`config.mk`:
```
export PLATFORM = sky130hd
export DESIGN_NAME = vending_machine_gen_flat
export DESIGN_NICKNAME = d
export VERILOG_FILES = /design/src/rtl/vending_machine_gen_if.sv /design/src/rtl/vending_machine_gen.sv /design/src/flat_wrapper.sv
export SDC_FILE = /design/constraint.sdc
export NUM_CORES = 1
export LEC_CHECK = 0
export ABC_AREA = 0
export BUFFER_PORTS_ARGS = -buffer_cell sky130_fd_sc_hd__buf_2
export CORE_MARGIN = 2
export CORE_UTILIZATION = 52
export CTS_CLUSTER_SIZE = 40
export DETAILED_ROUTE_END_ITERATION = 7
export PLACE_DENSITY = 0.76
export SETUP_SLACK_MARGIN = 0.4
export SYNTH_ARGS = -nofsm -noshare
export SYNTH_HDL_FRONTEND = slang
export SYNTH_SLANG_ARGS = --single-unit
```
`constraint.sdc`:
```
create_clock -name clk -period 3.5 [get_ports clk]
set_clock_uncertainty 0.15 [all_clocks]
set_input_delay 0.35 -clock clk [delete_from_list [all_inputs] [get_ports clk]]
set_output_delay 0.35 -clock clk [all_outputs]
set_load 0.05 [all_outputs]
```
`src/rtl/vending_machine_gen_if.sv`:
```
// Signal bundle between the vending controller and its surroundings:
// one-pulsed button/keyboard inputs in, display and dispenser signals out.
interface vending_machine_gen_if #(
   parameter int NUM_ITEMS = 4,
   parameter int NUM_COINS = 3,
   parameter int CREDIT_W  = 8
);
   localparam int ITEM_W = (NUM_ITEMS > 1) ? $clog2(NUM_ITEMS) : 1;

   logic                  tick;
   logic [NUM_COINS-1:0]  coin_in;
   logic [NUM_ITEMS-1:0]  select;
   logic                  cancel;
   logic                  restock;
   logic [CREDIT_W-1:0]   credit;
   logic [NUM_ITEMS-1:0]  affordable;
   logic [NUM_ITEMS-1:0]  sold_out;
   logic                  vend_valid;
   logic [ITEM_W-1:0]     vend_item;
   logic                  coin_out_valid;
   logic [NUM_COINS-1:0]  coin_out_sel;
   logic                  coin_reject;
   logic                  busy;

   modport master (
      output tick, coin_in, select, cancel, restock,
      input  credit, affordable, sold_out, vend_valid, vend_item,
             coin_out_valid, coin_out_sel, coin_reject, busy
   );

   modport slave (
      input  tick, coin_in, select, cancel, restock,
      output credit, affordable, sold_out, vend_valid, vend_item,
             coin_out_valid, coin_out_sel, coin_reject, busy
   );
endinterface

```
`src/rtl/vending_machine_gen.sv`:
```
// Parametrised vending controller: per-item price and stock, capped credit,
// and greedy coin-by-coin change return paced by an external tick.
module vending_machine_gen #(
   parameter int                            NUM_ITEMS  = 4,
   parameter int                            NUM_COINS  = 3,
   parameter int                            CREDIT_W   = 8,
   parameter int                            MAX_CREDIT = 99,
   parameter logic [NUM_ITEMS*CREDIT_W-1:0] PRICES     = {8'd60, 8'd30, 8'd25, 8'd20},
   parameter logic [NUM_COINS*CREDIT_W-1:0] COIN_VALS  = {8'd50, 8'd10, 8'd5},
   parameter int                            STOCK_W    = 4,
   parameter int                            STOCK_INIT = 5
) (
   input  logic                clk,
   input  logic                rst,
   vending_machine_gen_if.slave bus
);
   localparam int ITEM_W = (NUM_ITEMS > 1) ? $clog2(NUM_ITEMS) : 1;
   localparam logic [CREDIT_W:0]  MAX_SUM    = (CREDIT_W+1)'(MAX_CREDIT);
   localparam logic [STOCK_W-1:0] STOCK_LOAD = STOCK_W'(STOCK_INIT);

   typedef enum logic {S_IDLE, S_RETURN} state_t;

   state_t               state_q, state_d;
   logic [CREDIT_W-1:0]  credit_q, credit_d;
   logic [STOCK_W-1:0]   stock_q [NUM_ITEMS];
   logic [STOCK_W-1:0]   stock_d [NUM_ITEMS];
   logic                 vend_valid_q, vend_valid_d;
   logic [ITEM_W-1:0]    vend_item_q, vend_item_d;
   logic                 coin_out_valid_q, coin_out_valid_d;
   logic [NUM_COINS-1:0] coin_out_sel_q, coin_out_sel_d;
   logic                 coin_reject_q, coin_reject_d;

   logic [NUM_ITEMS-1:0] affordable;
   logic [CREDIT_W:0]    sum;
   logic                 coinHit, selHit, retHit;
   int                   coinIdx, selIdx, retIdx;

   always_comb begin
      affordable   = '0;
      bus.sold_out = '0;
      for (int i = 0; i < NUM_ITEMS; i++) begin
         bus.sold_out[i] = (stock_q[i] == '0);
         affordable[i]   = (credit_q >= PRICES[i*CREDIT_W +: CREDIT_W]) &&
                           (stock_q[i] != '0) && (state_q == S_IDLE);
      end
   end

   assign bus.affordable     = affordable;
   assign bus.credit         = credit_q;
   assign bus.vend_valid     = vend_valid_q;
   assign bus.vend_item      = vend_item_q;
   assign bus.coin_out_valid = coin_out_valid_q;
   assign bus.coin_out_sel   = coin_out_sel_q;
   assign bus.coin_reject    = coin_reject_q;
   assign bus.busy           = (state_q == S_RETURN);

   always_comb begin
      state_d          = state_q;
      credit_d         = credit_q;
      stock_d          = stock_q;
      vend_valid_d     = 1'b0;
      vend_item_d      = vend_item_q;
      coin_out_valid_d = 1'b0;
      coin_out_sel_d   = '0;
      coin_reject_d    = 1'b0;
      coinHit = 1'b0;
      coinIdx = 0;
      selHit  = 1'b0;
      selIdx  = 0;
      retHit  = 1'b0;
      retIdx  = 0;

      // Lowest index wins for inserts and selections; the change coin is the
      // largest denomination that still fits into the remaining credit.
      for (int j = NUM_COINS-1; j >= 0; j--) begin
         if (bus.coin_in[j]) begin
            coinHit = 1'b1;
            coinIdx = j;
         end
      end
      for (int i = NUM_ITEMS-1; i >= 0; i--) begin
         if (bus.select[i]) begin
            selHit = 1'b1;
            selIdx = i;
         end
      end
      for (int j = 0; j < NUM_COINS; j++) begin
         if (COIN_VALS[j*CREDIT_W +: CREDIT_W] <= credit_q) begin
            retHit = 1'b1;
            retIdx = j;
         end
      end

      sum = {1'b0, credit_q} + {1'b0, COIN_VALS[coinIdx*CREDIT_W +: CREDIT_W]};

      case (state_q)
         S_IDLE: begin
            if (coinHit) begin
               if (sum <= MAX_SUM) begin
                  credit_d = sum[CREDIT_W-1:0];
               end else begin
                  coin_reject_d = 1'b1;
               end
            end else if (selHit) begin
               if (affordable[selIdx]) begin
                  credit_d        = credit_q - PRICES[selIdx*CREDIT_W +: CREDIT_W];
                  stock_d[selIdx] = stock_q[selIdx] - 1'b1;
                  vend_valid_d    = 1'b1;
                  vend_item_d     = ITEM_W'(selIdx);
                  state_d         = (credit_d != '0) ? S_RETURN : S_IDLE;
               end
            end else if (bus.cancel) begin
               if (credit_q != '0) begin
                  state_d = S_RETURN;
               end
            end else if (bus.restock) begin
               for (int i = 0; i < NUM_ITEMS; i++) begin
                  stock_d[i] = STOCK_LOAD;
               end
            end
         end
         S_RETURN: begin
            if (bus.tick) begin
               if (retHit) begin
                  credit_d               = credit_q - COIN_VALS[retIdx*CREDIT_W +: CREDIT_W];
                  coin_out_valid_d       = 1'b1;
                  coin_out_sel_d[retIdx] = 1'b1;
               end else begin
                  credit_d = '0;
               end
               if (credit_d == '0) begin
                  state_d = S_IDLE;
               end
            end
         end
         default: state_d = S_IDLE;
      endcase
   end

   always_ff @(posedge clk) begin
      if (!rst) begin
         state_q          <= S_IDLE;
         credit_q         <= '0;
         vend_valid_q     <= 1'b0;
         vend_item_q      <= '0;
         coin_out_valid_q <= 1'b0;
         coin_out_sel_q   <= '0;
         coin_reject_q    <= 1'b0;
         for (int i = 0; i < NUM_ITEMS; i++) begin
            stock_q[i] <= STOCK_LOAD;
         end
      end else begin
         state_q          <= state_d;
         credit_q         <= credit_d;
         vend_valid_q     <= vend_valid_d;
         vend_item_q      <= vend_item_d;
         coin_out_valid_q <= coin_out_valid_d;
         coin_out_sel_q   <= coin_out_sel_d;
         coin_reject_q    <= coin_reject_d;
         for (int i = 0; i < NUM_ITEMS; i++) begin
            stock_q[i] <= stock_d[i];
         end
      end
   end
endmodule

```
`src/flat_wrapper.sv`:
```
// flat-port wrapper written by rule: the top's interface ports become plain ports
module vending_machine_gen_flat 
#(
   parameter int                            NUM_ITEMS  = 4,
   parameter int                            NUM_COINS  = 3,
   parameter int                            CREDIT_W   = 8,
   parameter int                            MAX_CREDIT = 99,
   parameter logic [NUM_ITEMS*CREDIT_W-1:0] PRICES     = {8'd60, 8'd30, 8'd25, 8'd20},
   parameter logic [NUM_COINS*CREDIT_W-1:0] COIN_VALS  = {8'd50, 8'd10, 8'd5},
   parameter int                            STOCK_W    = 4,
   parameter int                            STOCK_INIT = 5
)
  (clk, rst, bus_tick, bus_coin_in, bus_select, bus_cancel, bus_restock, bus_credit, bus_affordable, bus_sold_out, bus_vend_valid, bus_vend_item, bus_coin_out_valid, bus_coin_out_sel, bus_coin_reject, bus_busy);
  vending_machine_gen_if #(.NUM_ITEMS(NUM_ITEMS), .NUM_COINS(NUM_COINS), .CREDIT_W(CREDIT_W)) bus_i ();
  input  logic clk;
  input  logic rst;
  input wire logic [$bits(bus_i.tick)-1:0] bus_tick;
  input wire logic [$bits(bus_i.coin_in)-1:0] bus_coin_in;
  input wire logic [$bits(bus_i.select)-1:0] bus_select;
  input wire logic [$bits(bus_i.cancel)-1:0] bus_cancel;
  input wire logic [$bits(bus_i.restock)-1:0] bus_restock;
  output wire logic [$bits(bus_i.credit)-1:0] bus_credit;
  output wire logic [$bits(bus_i.affordable)-1:0] bus_affordable;
  output wire logic [$bits(bus_i.sold_out)-1:0] bus_sold_out;
  output wire logic [$bits(bus_i.vend_valid)-1:0] bus_vend_valid;
  output wire logic [$bits(bus_i.vend_item)-1:0] bus_vend_item;
  output wire logic [$bits(bus_i.coin_out_valid)-1:0] bus_coin_out_valid;
  output wire logic [$bits(bus_i.coin_out_sel)-1:0] bus_coin_out_sel;
  output wire logic [$bits(bus_i.coin_reject)-1:0] bus_coin_reject;
  output wire logic [$bits(bus_i.busy)-1:0] bus_busy;
  assign bus_i.tick = bus_tick;
  assign bus_i.coin_in = bus_coin_in;
  assign bus_i.select = bus_select;
  assign bus_i.cancel = bus_cancel;
  assign bus_i.restock = bus_restock;
  assign bus_credit = bus_i.credit;
  assign bus_affordable = bus_i.affordable;
  assign bus_sold_out = bus_i.sold_out;
  assign bus_vend_valid = bus_i.vend_valid;
  assign bus_vend_item = bus_i.vend_item;
  assign bus_coin_out_valid = bus_i.coin_out_valid;
  assign bus_coin_out_sel = bus_i.coin_out_sel;
  assign bus_coin_reject = bus_i.coin_reject;
  assign bus_busy = bus_i.busy;
  vending_machine_gen #(.NUM_ITEMS(NUM_ITEMS), .NUM_COINS(NUM_COINS), .CREDIT_W(CREDIT_W), .MAX_CREDIT(MAX_CREDIT), .PRICES(PRICES), .COIN_VALS(COIN_VALS), .STOCK_W(STOCK_W), .STOCK_INIT(STOCK_INIT)) u_core (.clk(clk), .rst(rst), .bus(bus_i));
endmodule
```
==> metrics.md, run 1 <==
| Metric | Value |
|---|---|
| IR drop worst, VDD | `0.853 mV` |
| Number of distinct library cell variants in the gate-level netlist after synthesis | `70` |
| Dominant register cell in the synthesized netlist | `sky130_fd_sc_hd__dfxtp_1` |
| Antenna Diode Count | `0` |
| Worst slack on hold paths | `0.260 ns` |
| Total GRT Usage | `30.0%` |
| Total power density per cell area | `1070 nW/µm²` |
| Number of synthesized flops with an enable pin | `0` |
| Critical path arrival | `3.50 ns` |
| Highest Clock Rate | `288 MHz` |
| Hold Violations, Final | `0` |
| RSZ-0062 raised after global routing | `true` |
| Required time of the critical path | `3.52 ns` |
| Detailed-route vias per instance | `6.27` |
| TritonCTS Sinks | `33` |
| Async SR Flop Fraction | `0%` |
| DRC Markers | `0` |
| Worst-case clock buffer depth | `2` |
| Number of nets still failing antenna checks after routing | `0` |
| Total number of vias | `3268` |
| Share of the core filled with cells | `70.3%` |
| Via count of the first global-routing pass | `2999` |
| MaxCap Viol Count | `0` |
| Path category of the worst min-delay check | `primary input to flop` |
| Clock tree from TritonCTS | `built` |
| Area contributors post-synth | `sky130_fd_sc_hd__dfxtp_1, sky130_fd_sc_hd__ha_1, sky130_fd_sc_hd__nor2_1` |
| Number of endpoints failing setup at the final stage | `0` |
| Outcome | `finished clean` |
| Global route overflow | `0` |
| Count of yosys warnings during synthesis | `0` |
| Post-Syn Area per Cell | `7.99 µm²` |
| Antenna violations before repair | `0` |
| Num CTS Buffers | `5` |
| Post-synthesis to final-layout area growth | `30.5%` |
| Slew at the pin closest to its max-slew limit | `0.852 ns` |
| Reg clk slew, reported paths | `0.07 ns` |
| First-pass GRT wire length | `15000 µm` |
| Worst-skew pair later-pin latency | `0.29 ns` |
| # port buffers | `36` |
| Kind of start point of the critical path | `flop` |
| Final period util | `99.2%` |
| Cells after synthesis | `374` |
| Placeable core area | `5540 µm²` |
| Num rows | `27` |
| Number of nets in the finished design | `482` |
| Max-slew violation count | `0` |
| Share of cells above drive strength 1 | `32.5%` |
| Setup crit end kind | `flop` |
| Mapped Nets | `408` |
| Seq/Total Area, Yosys | `22.1%` |
| P_leak | `1.61 nW` |
| Worst rel slew slack | `43.1%` |
| Category of the most critical setup path | `flop to flop` |
| Overall die height | `79.8 µm` |
| Total wirelength of the detailed-routed design | `9600 µm` |
| Initial standard-cell utilization of the core | `53.9%` |
| Floorplan die area | `6370 µm²` |
| Cell type with the largest total area after synthesis | `sky130_fd_sc_hd__dfxtp_1` |
| Maximum number of pins on one net before global-route repair | `23` |
| Number of levels in the clock H-tree | `2` |
| WL per Instance | `18.4 µm` |
| I/O pin count | `37` |
| Number of iterations in the first detailed-routing pass | `5` |
| Number of design-rule violations left by the first detailed-router iteration | `256` |
| Time the final worst path needs with I/O delays and setup | `3.47 ns` |
| Clock tree root driver cell | `sky130_fd_sc_hd__clkbuf_8` |
| Post-synthesis instance area | `2990 µm²` |
| Area share of the largest cell type after synthesis | `22.1%` |
| Filler Cell Count | `436` |
| Hpwl dp | `6510 µm` |
| Global placer's final weighted congestion | `0.933` |
| Horizontal die dimension | `79.8 µm` |
| Hold-fix buffers at CTS | `0` |
| Number of synthesized register bits | `33` |
| Maximum net fanout on the critical path | `3` |
[layout by cell type (no fill, tap or decap), drive strengths merged, types with 3 or more instances in the layout]
| master | count |
|---|---|
| nor2 | 44 |
| nor3 | 16 |
| o211ai | 4 |
| ha | 19 |
| and2 | 3 |
| xnor2 | 12 |
| o41ai | 3 |
| nand3 | 7 |
| or2 | 6 |
| buf | 84 |
| or3 | 5 |
| xor2 | 5 |
| nor4 | 9 |
| a221o | 4 |
| nor2b | 7 |
| clkbuf | 8 |
| a21oi | 13 |
| inv | 23 |
| o31ai | 7 |
| dfxtp | 33 |
| nand2 | 29 |
| a31oi | 3 |
| o22ai | 8 |
| o21ai | 18 |
| mux2i | 14 |
| o311ai | 4 |
| a211oi | 12 |
| a22o | 4 |
| a311oi | 3 |
| fa | 3 |
[state kept, by name, summed over array words and instances (netlist names)]
register,count
u_core.bus.credit,8
u_core.bus.vend_item,2
u_core.bus.vend_valid,1
u_core.bus.coin_out_sel,3
u_core.bus.coin_reject,1
u_core.stock_q,16
u_core.bus.busy,1
u_core.bus.coin_out_valid,1
[layout make-up]
cell class | count | area, µm² | area share, %
well taps | 72 | 90.1 | 2.31
inverters | 23 | 88.8 | 2.28
flip-flops and latches | 33 | 672 | 17.2
repair buffers | 84 | 583 | 15.0
clock buffers | 8 | 111 | 2.86
multi-input cells | 301 | 2350 | 60.3
[Yosys cell counts (4+ instances only)]
master	count
sky130_fd_sc_hd__a21oi_1	12
sky130_fd_sc_hd__o31ai_1	5
sky130_fd_sc_hd__nand3_1	7
sky130_fd_sc_hd__nor3_1	15
sky130_fd_sc_hd__o211ai_1	4
sky130_fd_sc_hd__nor2_1	43
sky130_fd_sc_hd__o22ai_1	8
sky130_fd_sc_hd__dfxtp_1	33
sky130_fd_sc_hd__a22o_1	4
sky130_fd_sc_hd__or3_1	5
sky130_fd_sc_hd__o21ai_0	13
sky130_fd_sc_hd__ha_1	19
sky130_fd_sc_hd__xnor2_1	12
sky130_fd_sc_hd__inv_1	23
sky130_fd_sc_hd__nor2b_1	7
sky130_fd_sc_hd__nand2_1	29
sky130_fd_sc_hd__xor2_1	4
sky130_fd_sc_hd__buf_2	4
sky130_fd_sc_hd__clkbuf_1	9
sky130_fd_sc_hd__o21ai_1	5
sky130_fd_sc_hd__a221o_1	4
sky130_fd_sc_hd__or2_2	5
sky130_fd_sc_hd__mux2i_1	14
sky130_fd_sc_hd__a211oi_1	9
sky130_fd_sc_hd__nor4_1	9
[path summary, 6_finish.rpt]
| check | startpoint | end | slack [ns] | cells after the start |
|---|---|---|---|---|
| setup / recovery | u_core.bus.credit[2] | u_core.bus.busy | 0.03 | 11 |
| hold / removal | bus_select[0] | u_core.stock_q[11] | 0.26 | 2 |
| setup reg to reg | u_core.bus.credit[2] | u_core.bus.busy | 0.03 | 11 |
| hold reg to reg | u_core.bus.vend_item[0] | u_core.bus.vend_item[0] | 0.32 | 2 |
[critical path, stage by stage (launching register included)]
cell,delay (ns)
sky130_fd_sc_hd__dfxtp_4,0.34
sky130_fd_sc_hd__or3_4,0.40
sky130_fd_sc_hd__a311oi_4,0.29
sky130_fd_sc_hd__nand2_1,0.12
sky130_fd_sc_hd__ha_2,0.21
sky130_fd_sc_hd__or2_1,0.24
sky130_fd_sc_hd__o211ai_1,0.25
sky130_fd_sc_hd__or4b_1,0.47
sky130_fd_sc_hd__o311a_1,0.18
sky130_fd_sc_hd__o41ai_2,0.23
sky130_fd_sc_hd__a31oi_1,0.14
sky130_fd_sc_hd__o41a_1,0.33
[through the flow]
step	total power, mW	setup WS (ns)	TNS [ns]	area [µm²]	cells
6_report	4.16	0.0282	0	3900	521
5_1_grt	4.38	-0.0928	-0.142	3900	521
4_1_cts	3.87	0.0845	0	3770	513
3_5_place_dp	3.06	-0.0171	-0.0266	3480	486
3_3_place_gp	3.02	0.0238	0	3480	486
2_1_floorplan	2.49	-0.103	-0.103	3150	374
[metal layers]
| metal | track usage (%) | part of all wire [%] | vias up |
|---|---|---|---|
| met5 | 0 | 0 | - |
| met4 | 8.14 | 2.0 | 0 |
| met3 | 5.43 | 8.5 | 20 |
| met2 | 48.0 | 46 | 163 |
| met1 | 41.6 | 43 | 1538 |
| li1 | - | - | 1547 |
[cells by family (layout without fill, tap and decap cells)]
kind of cell / count (synthesis) / count (layout) / share of synthesized area [%]
AOI/OAI and AO/OA: 104 / 104 / 27.1
muxes: 16 / 16 / 5.45
adders and majority gates: 22 / 22 / 9.97
buffers and inverters: 40 / 115 / 5.95
and+or+nand+nor: 142 / 142 / 24.2
DFF: 33 / 33 / 22.1
xor gates and xnor gates: 17 / 17 / 5.24
[power breakdown]
part           switching (mW)  internal [mW]
clock network           0.155          0.204
logic                    1.81           1.49
registers              0.0684          0.434
total                    2.03           2.13
[what timing repair did]
action,in CTS,in global routing
pin swaps,9,10
resized for setup,9,19
setup endpoints to repair,10,12
buffers inserted,19,8
gates cloned,0,0
Power figures use the tool's default switching activity.
==> inputs of run 2 (changes only) <==
- CORE_UTILIZATION: 52 -> 45
- PLACE_DENSITY: 0.76 -> 0.67
==> run 2 against run 1 <==
  * First-iteration DRC count down 24%
  * Clock power up 7.5%
  * Sequential power up 5.8%
  * Worst hold slack better by 0.010 ns
  * Fmax up 6.7%
  * Via count down 5.8%
  * Cell count down 3.6%
  * Non-clock buffer count down 24
  * Critical path depth unchanged
  * Combinational power down 14%
  * Flip-flop and latch count unchanged
  * Critical endpoint unchanged
  * Largest power group unchanged
==> metrics.md, run 2 (synthesized netlist as in run 1, its figures left out) <==
| Metric | Value |
|---|---|
| Post-synthesis to final-layout area growth | `27.5%` |
| Clock tree from TritonCTS | `built` |
| Most common cell after layout, fill and taps aside | `sky130_fd_sc_hd__nor2_1` |
| Number of nets in the finished design | `458` |
| Reg area | `673 µm²` |
| MaxCap Viol Count | `0` |
| RSZ-0062 raised after global routing | `true` |
| Share of the core filled with cells | `59.6%` |
| Antenna Diode Count | `0` |
| Biggest register | `u_core.stock_q` |
| Share of cells above drive strength 1 | `30.6%` |
| Overall die height | `85.5 µm` |
| I/O pin count | `37` |
| Global route overflow | `0` |
| Maximum net fanout on the critical path | `3` |
| Number of endpoints failing setup at the final stage | `0` |
| Antenna violations before repair | `0` |
| Number of levels in the clock H-tree | `2` |
| Number of flip-flops under the largest register name | `16` |
| Category of the most critical setup path | `flop to flop` |
| Floorplan die area | `7300 µm²` |
| DRC Markers | `0` |
| TritonCTS Sinks | `33` |
| Number of nets still failing antenna checks after routing | `0` |
| Final period util | `93.0%` |
| Placeable core area | `6390 µm²` |
| Maximum number of pins on one net before global-route repair | `23` |
| Worst-case clock buffer depth | `2` |
| Number of iterations in the first detailed-routing pass | `4` |
| Total wirelength of the detailed-routed design | `9090 µm` |
| Number of non-filler instances in the completed layout | `502` |
| Area taken by multi-input logic gates | `2430 µm²` |
| Horizontal die dimension | `85.5 µm` |
| Final TNS setup | `0 ns` |
| Outcome | `finished clean` |
| Reg clk slew, reported paths | `0.08 ns` |
| Kind of start point of the critical path | `flop` |
| Slew at the pin closest to its max-slew limit | `1.02 ns` |
| Hold Violations, Final | `0` |
| Hpwl dp | `6690 µm` |
| Total GRT Usage | `25.3%` |
| WL per Instance | `18.1 µm` |
| Worst slack on hold paths | `0.271 ns` |
| Critical path arrival | `3.28 ns` |
| Required time of the critical path | `3.53 ns` |
| Number of design-rule violations left by the first detailed-router iteration | `194` |
| Highest Clock Rate | `307 MHz` |
| Total power density per cell area | `983 nW/µm²` |
| Time the final worst path needs with I/O delays and setup | `3.25 ns` |
| Clock tree root driver cell | `sky130_fd_sc_hd__clkbuf_8` |
| Placed Cells incl. Taps | `485` |
| Path category of the worst min-delay check | `primary input to flop` |
| Global placer's final weighted congestion | `0.907` |
| Num CTS Buffers | `5` |
| First-pass GRT wire length | `14800 µm` |
| Max-slew violation count | `0` |
| Worst-skew pair later-pin latency | `0.30 ns` |
| Detailed-route vias per instance | `6.14` |
| Total number of vias | `3080` |
| P_leak | `1.51 nW` |
| IR drop worst, VDD | `0.708 mV` |
| Worst rel slew slack | `32.2%` |
| Top library cells by usage in the layout, fill and taps aside | `sky130_fd_sc_hd__nor2_1, sky130_fd_sc_hd__buf_2, sky130_fd_sc_hd__nand2_1` |
| Via count of the first global-routing pass | `2930` |
| Num rows | `29` |
| Initial standard-cell utilization of the core | `46.8%` |
| Filler Cell Count | `594` |
| # port buffers | `36` |
| Setup crit end kind | `flop` |
[run 2: metrics by stage]
stage | instance area (µm²) | setup slack [ns] | power, mW
floorplan | 3150 | -0.103 | 2.49
global placement | 3440 | 0.0332 | 2.96
detailed placement | 3440 | -0.0241 | 3.00
CTS | 3620 | 0.273 | 3.54
global route | 3810 | 0.0877 | 4.02
finish | 3810 | 0.247 | 3.74
[run 2: final cells by class]
cell class | count | share of cell area (%)
Tap cell | 77 | 2.53
Multi-Input combinational cell | 301 | 64.0
Sequential cell | 33 | 17.7
Inverter | 23 | 2.37
Clock inverter | 1 | 0.789
Timing Repair Buffer | 60 | 10.4
Clock buffer | 7 | 2.27
[run 2: routing by layer]
metal | up-vias | GRT usage (%) | share of wire [%]
li1 | 1495 | - | -
met1 | 1461 | 36.5 | 47
met2 | 109 | 37.9 | 45
met3 | 15 | 4.38 | 6.7
met4 | 0 | 8.95 | 1.7
met5 | - | 0 | 0
[run 2: worst max-delay path: stages, from the launching register on]
cell	delay, ns
sky130_fd_sc_hd__dfxtp_4	0.35
sky130_fd_sc_hd__or3_4	0.40
sky130_fd_sc_hd__a311oi_4	0.25
sky130_fd_sc_hd__nand2_2	0.12
sky130_fd_sc_hd__ha_4	0.18
sky130_fd_sc_hd__or2_1	0.23
sky130_fd_sc_hd__o211ai_1	0.20
sky130_fd_sc_hd__or4b_4	0.48
sky130_fd_sc_hd__o311a_4	0.15
sky130_fd_sc_hd__o41ai_2	0.20
sky130_fd_sc_hd__a31oi_1	0.12
sky130_fd_sc_hd__o41a_1	0.31
[run 2: where the power goes]
group	internal (mW)	leakage (nW)	total [mW]	switching [mW]
Combinational	1.18	1.18	2.83	1.65
Clock	0.232	0.0585	0.385	0.153
Sequential	0.435	0.271	0.531	0.0959
Total	1.84	1.51	3.74	1.90
[run 2: timing repair]
action,4_1_cts,5_1_grt
buffers inserted,3,6
hold buffers,0,0
setup endpoints to repair,11,10
gates resized for setup,7,31
pin swaps,5,15
[run 2: path summary, 6_finish.rpt]
check                          startpoint                    endpoint  slack [ns]  cells after the start
setup reg to reg     u_core.bus.credit[2]             u_core.bus.busy        0.25                     11
hold / removal                   bus_tick  u_core.bus.coin_out_sel[2]        0.27                      3
setup / recovery     u_core.bus.credit[2]             u_core.bus.busy        0.25                     11
hold reg to reg   u_core.bus.vend_item[0]     u_core.bus.vend_item[0]        0.31                      2
==> inputs of run 3 (changes only) <==
- CORE_ASPECT_RATIO: not set -> 2
- SKIP_CTS_REPAIR_TIMING: not set -> 1
==> run 3 against run 2 <==
  * Combinational power up 3%
  * Critical path type unchanged
  * Sequential power down 4.5%
  * Global-route usage up 1.5 points
==> metrics.md, run 3 (synthesized netlist as in run 1, its figures left out) <==
| Metric | Value |
|---|---|
| Outcome | `finished clean` |
| Number of nets in the finished design | `460` |
| Worst-skew pair later-pin latency | `0.28 ns` |
| Setup crit end kind | `flop` |
| Clock tree root driver cell | `sky130_fd_sc_hd__clkbuf_16` |
| IR drop worst, VDD | `0.606 mV` |
| I/O pin count | `37` |
| Highest Clock Rate | `290 MHz` |
| Number of nets still failing antenna checks after routing | `0` |
| Maximum number of pins on one net before global-route repair | `23` |
| TritonCTS Sinks | `33` |
| Time the final worst path needs with I/O delays and setup | `3.44 ns` |
| Worst reg2reg path startpoint | `u_core.bus.credit[2]` |
| Hold path cells | `2` |
| Top library cells by usage in the layout, fill and taps aside | `sky130_fd_sc_hd__nor2_1, sky130_fd_sc_hd__buf_2, sky130_fd_sc_hd__nand2_1` |
| Maximum net fanout on the critical path | `3` |
| Total GRT Usage | `26.8%` |
| Via count of the first global-routing pass | `3068` |
| Path category of the worst min-delay check | `primary input to flop` |
| Slew at the pin closest to its max-slew limit | `0.775 ns` |
| Critical-path top delay cell | `sky130_fd_sc_hd__or4b_4` |
| Biggest register | `u_core.stock_q` |
| Total wirelength of the detailed-routed design | `9530 µm` |
| Number of levels in the clock H-tree | `2` |
| Number of design-rule violations left by the first detailed-router iteration | `384` |
| WL per Instance | `18.5 µm` |
| Minimum setup slack among reg-to-reg paths | `0.06 ns` |
| Detailed-route vias per instance | `6.17` |
| Post-layout worst setup margin | `0.0567 ns` |
| Global route overflow | `0` |
| Final TNS setup | `0 ns` |
| Number of flip-flops under the largest register name | `16` |
| Num CTS Buffers | `5` |
| Worst rel slew slack | `47.9%` |
| First-pass GRT wire length | `14900 µm` |
| Antenna Diode Count | `0` |
| Worst-case clock buffer depth | `2` |
| Horizontal die dimension | `61.6 µm` |
| Number of endpoints failing setup at the final stage | `0` |
| Placeable core area | `6520 µm²` |
| Share of cells above drive strength 1 | `30.4%` |
| Post-placement worst setup slack | `-0.0496 ns` |
| Initial standard-cell utilization of the core | `45.8%` |
| RSZ-0062 raised after global routing | `true` |
| Floorplan die area | `7340 µm²` |
| Final period util | `98.4%` |
| Clock tree from TritonCTS | `built` |
| Category of the most critical setup path | `flop to flop` |
| Hold EP | `u_core.stock_q[11]` |
| Kind of start point of the critical path | `flop` |
| Worst flop-to-flop path endpoint | `u_core.bus.busy` |
| Total power density per cell area | `1020 nW/µm²` |
| MaxCap Viol Count | `0` |
| Worst slack on hold paths | `0.282 ns` |
| # port buffers | `36` |
| P_leak | `1.55 nW` |
| Number of cells on the worst reg-to-reg path | `11` |
| Overall die height | `119 µm` |
| Total number of vias | `3178` |
| Most common cell after layout, fill and taps aside | `sky130_fd_sc_hd__nor2_1` |
| Critical Path Max Stage Delay | `0.50 ns` |
| Number of iterations in the first detailed-routing pass | `6` |
| Antenna violations before repair | `0` |
| Reg clk slew, reported paths | `0.05 ns` |
| Critical path arrival | `3.46 ns` |
| Num rows | `42` |
| Hold Violations, Final | `0` |
| Hpwl dp | `7040 µm` |
| DRC Markers | `0` |
| Source of the worst hold timing path | `bus_select[0]` |
| Required time of the critical path | `3.52 ns` |
| Critical path cell sequence | `or3_4 -> a311oi_4 -> nand2_1 -> ha_2 -> or2_4 -> o211ai_1 -> or4b_4 -> o311a_4 -> o41ai_2 -> a31oi_1 -> o41a_1` |
| Max-slew violation count | `0` |
| Post-synthesis to final-layout area growth | `29.0%` |
| Global placer's final weighted congestion | `1.02` |
## run 3: cell count changes in the layout (fill, tap and decap cells not counted), sizes merged
cell    change
bufinv      -1
buf         +2
clkbuf      +1
## run 3: worst max-delay path, delay by kind of cell, from the launching register on
kind,cells,cell delay [ns]
compound gates,6,1.27
fa+ha+maj,1,0.31
flops,1,0.34
simple gates,4,1.26
## run 3: cell type report
type,count,area [µm²]
Multi-Input combinational cell,301,2400
Fill cell,624,2660
Clock buffer,8,168
Tap cell,88,110
Timing Repair Buffer,62,412
Inverter,23,92.6
Sequential cell,33,672
## run 3: worst max-delay path by stage
| stage | from | endpoint | slack [ns] | depth (start not counted) |
|---|---|---|---|---|
| detailed placement | bus_coin_in[0] | u_core.bus.credit[3] | -0.05 | 13 |
| global route | u_core.bus.credit[2] | u_core.bus.busy | -0.09 | 11 |
| CTS | u_core.bus.credit[2] | u_core.bus.busy | 0.01 | 11 |
| global placement | bus_coin_in[0] | u_core.bus.credit[3] | 0.03 | 13 |
| floorplan | u_core.bus.credit[2] | u_core.bus.busy | -0.10 | 13 |
| finish | u_core.bus.credit[2] | u_core.bus.busy | 0.06 | 11 |
## run 3: metal layers
layer | global-route usage (%) | vias up | wire length (µm)
met3 | 3.91 | 33 | 690
met1 | 36.5 | 1499 | 3820
met2 | 40.8 | 151 | 4700
met4 | 11.7 | 0 | 322
li1 | - | 1495 | -
met5 | 0 | - | 0
## run 3: power by group
| group | leakage [nW] | internal, mW | switching [mW] |
|---|---|---|---|
| Clock | 0.0823 | 0.327 | 0.167 |
| Combinational | 1.20 | 1.17 | 1.74 |
| Sequential | 0.271 | 0.435 | 0.0724 |
## run 3: stage by stage
step | area (µm²) | utilization (%) | std cells | power [mW]
after global routing | 3850 | 59.1 | 515 | 4.15
after detailed placement | 3490 | 53.5 | 500 | 3.09
after CTS | 3650 | 56.1 | 508 | 3.60
after floorplan | 3150 | - | 374 | 2.49
final | 3850 | 59.1 | 515 | 3.91
after global placement | 3490 | 53.5 | 500 | 3.06
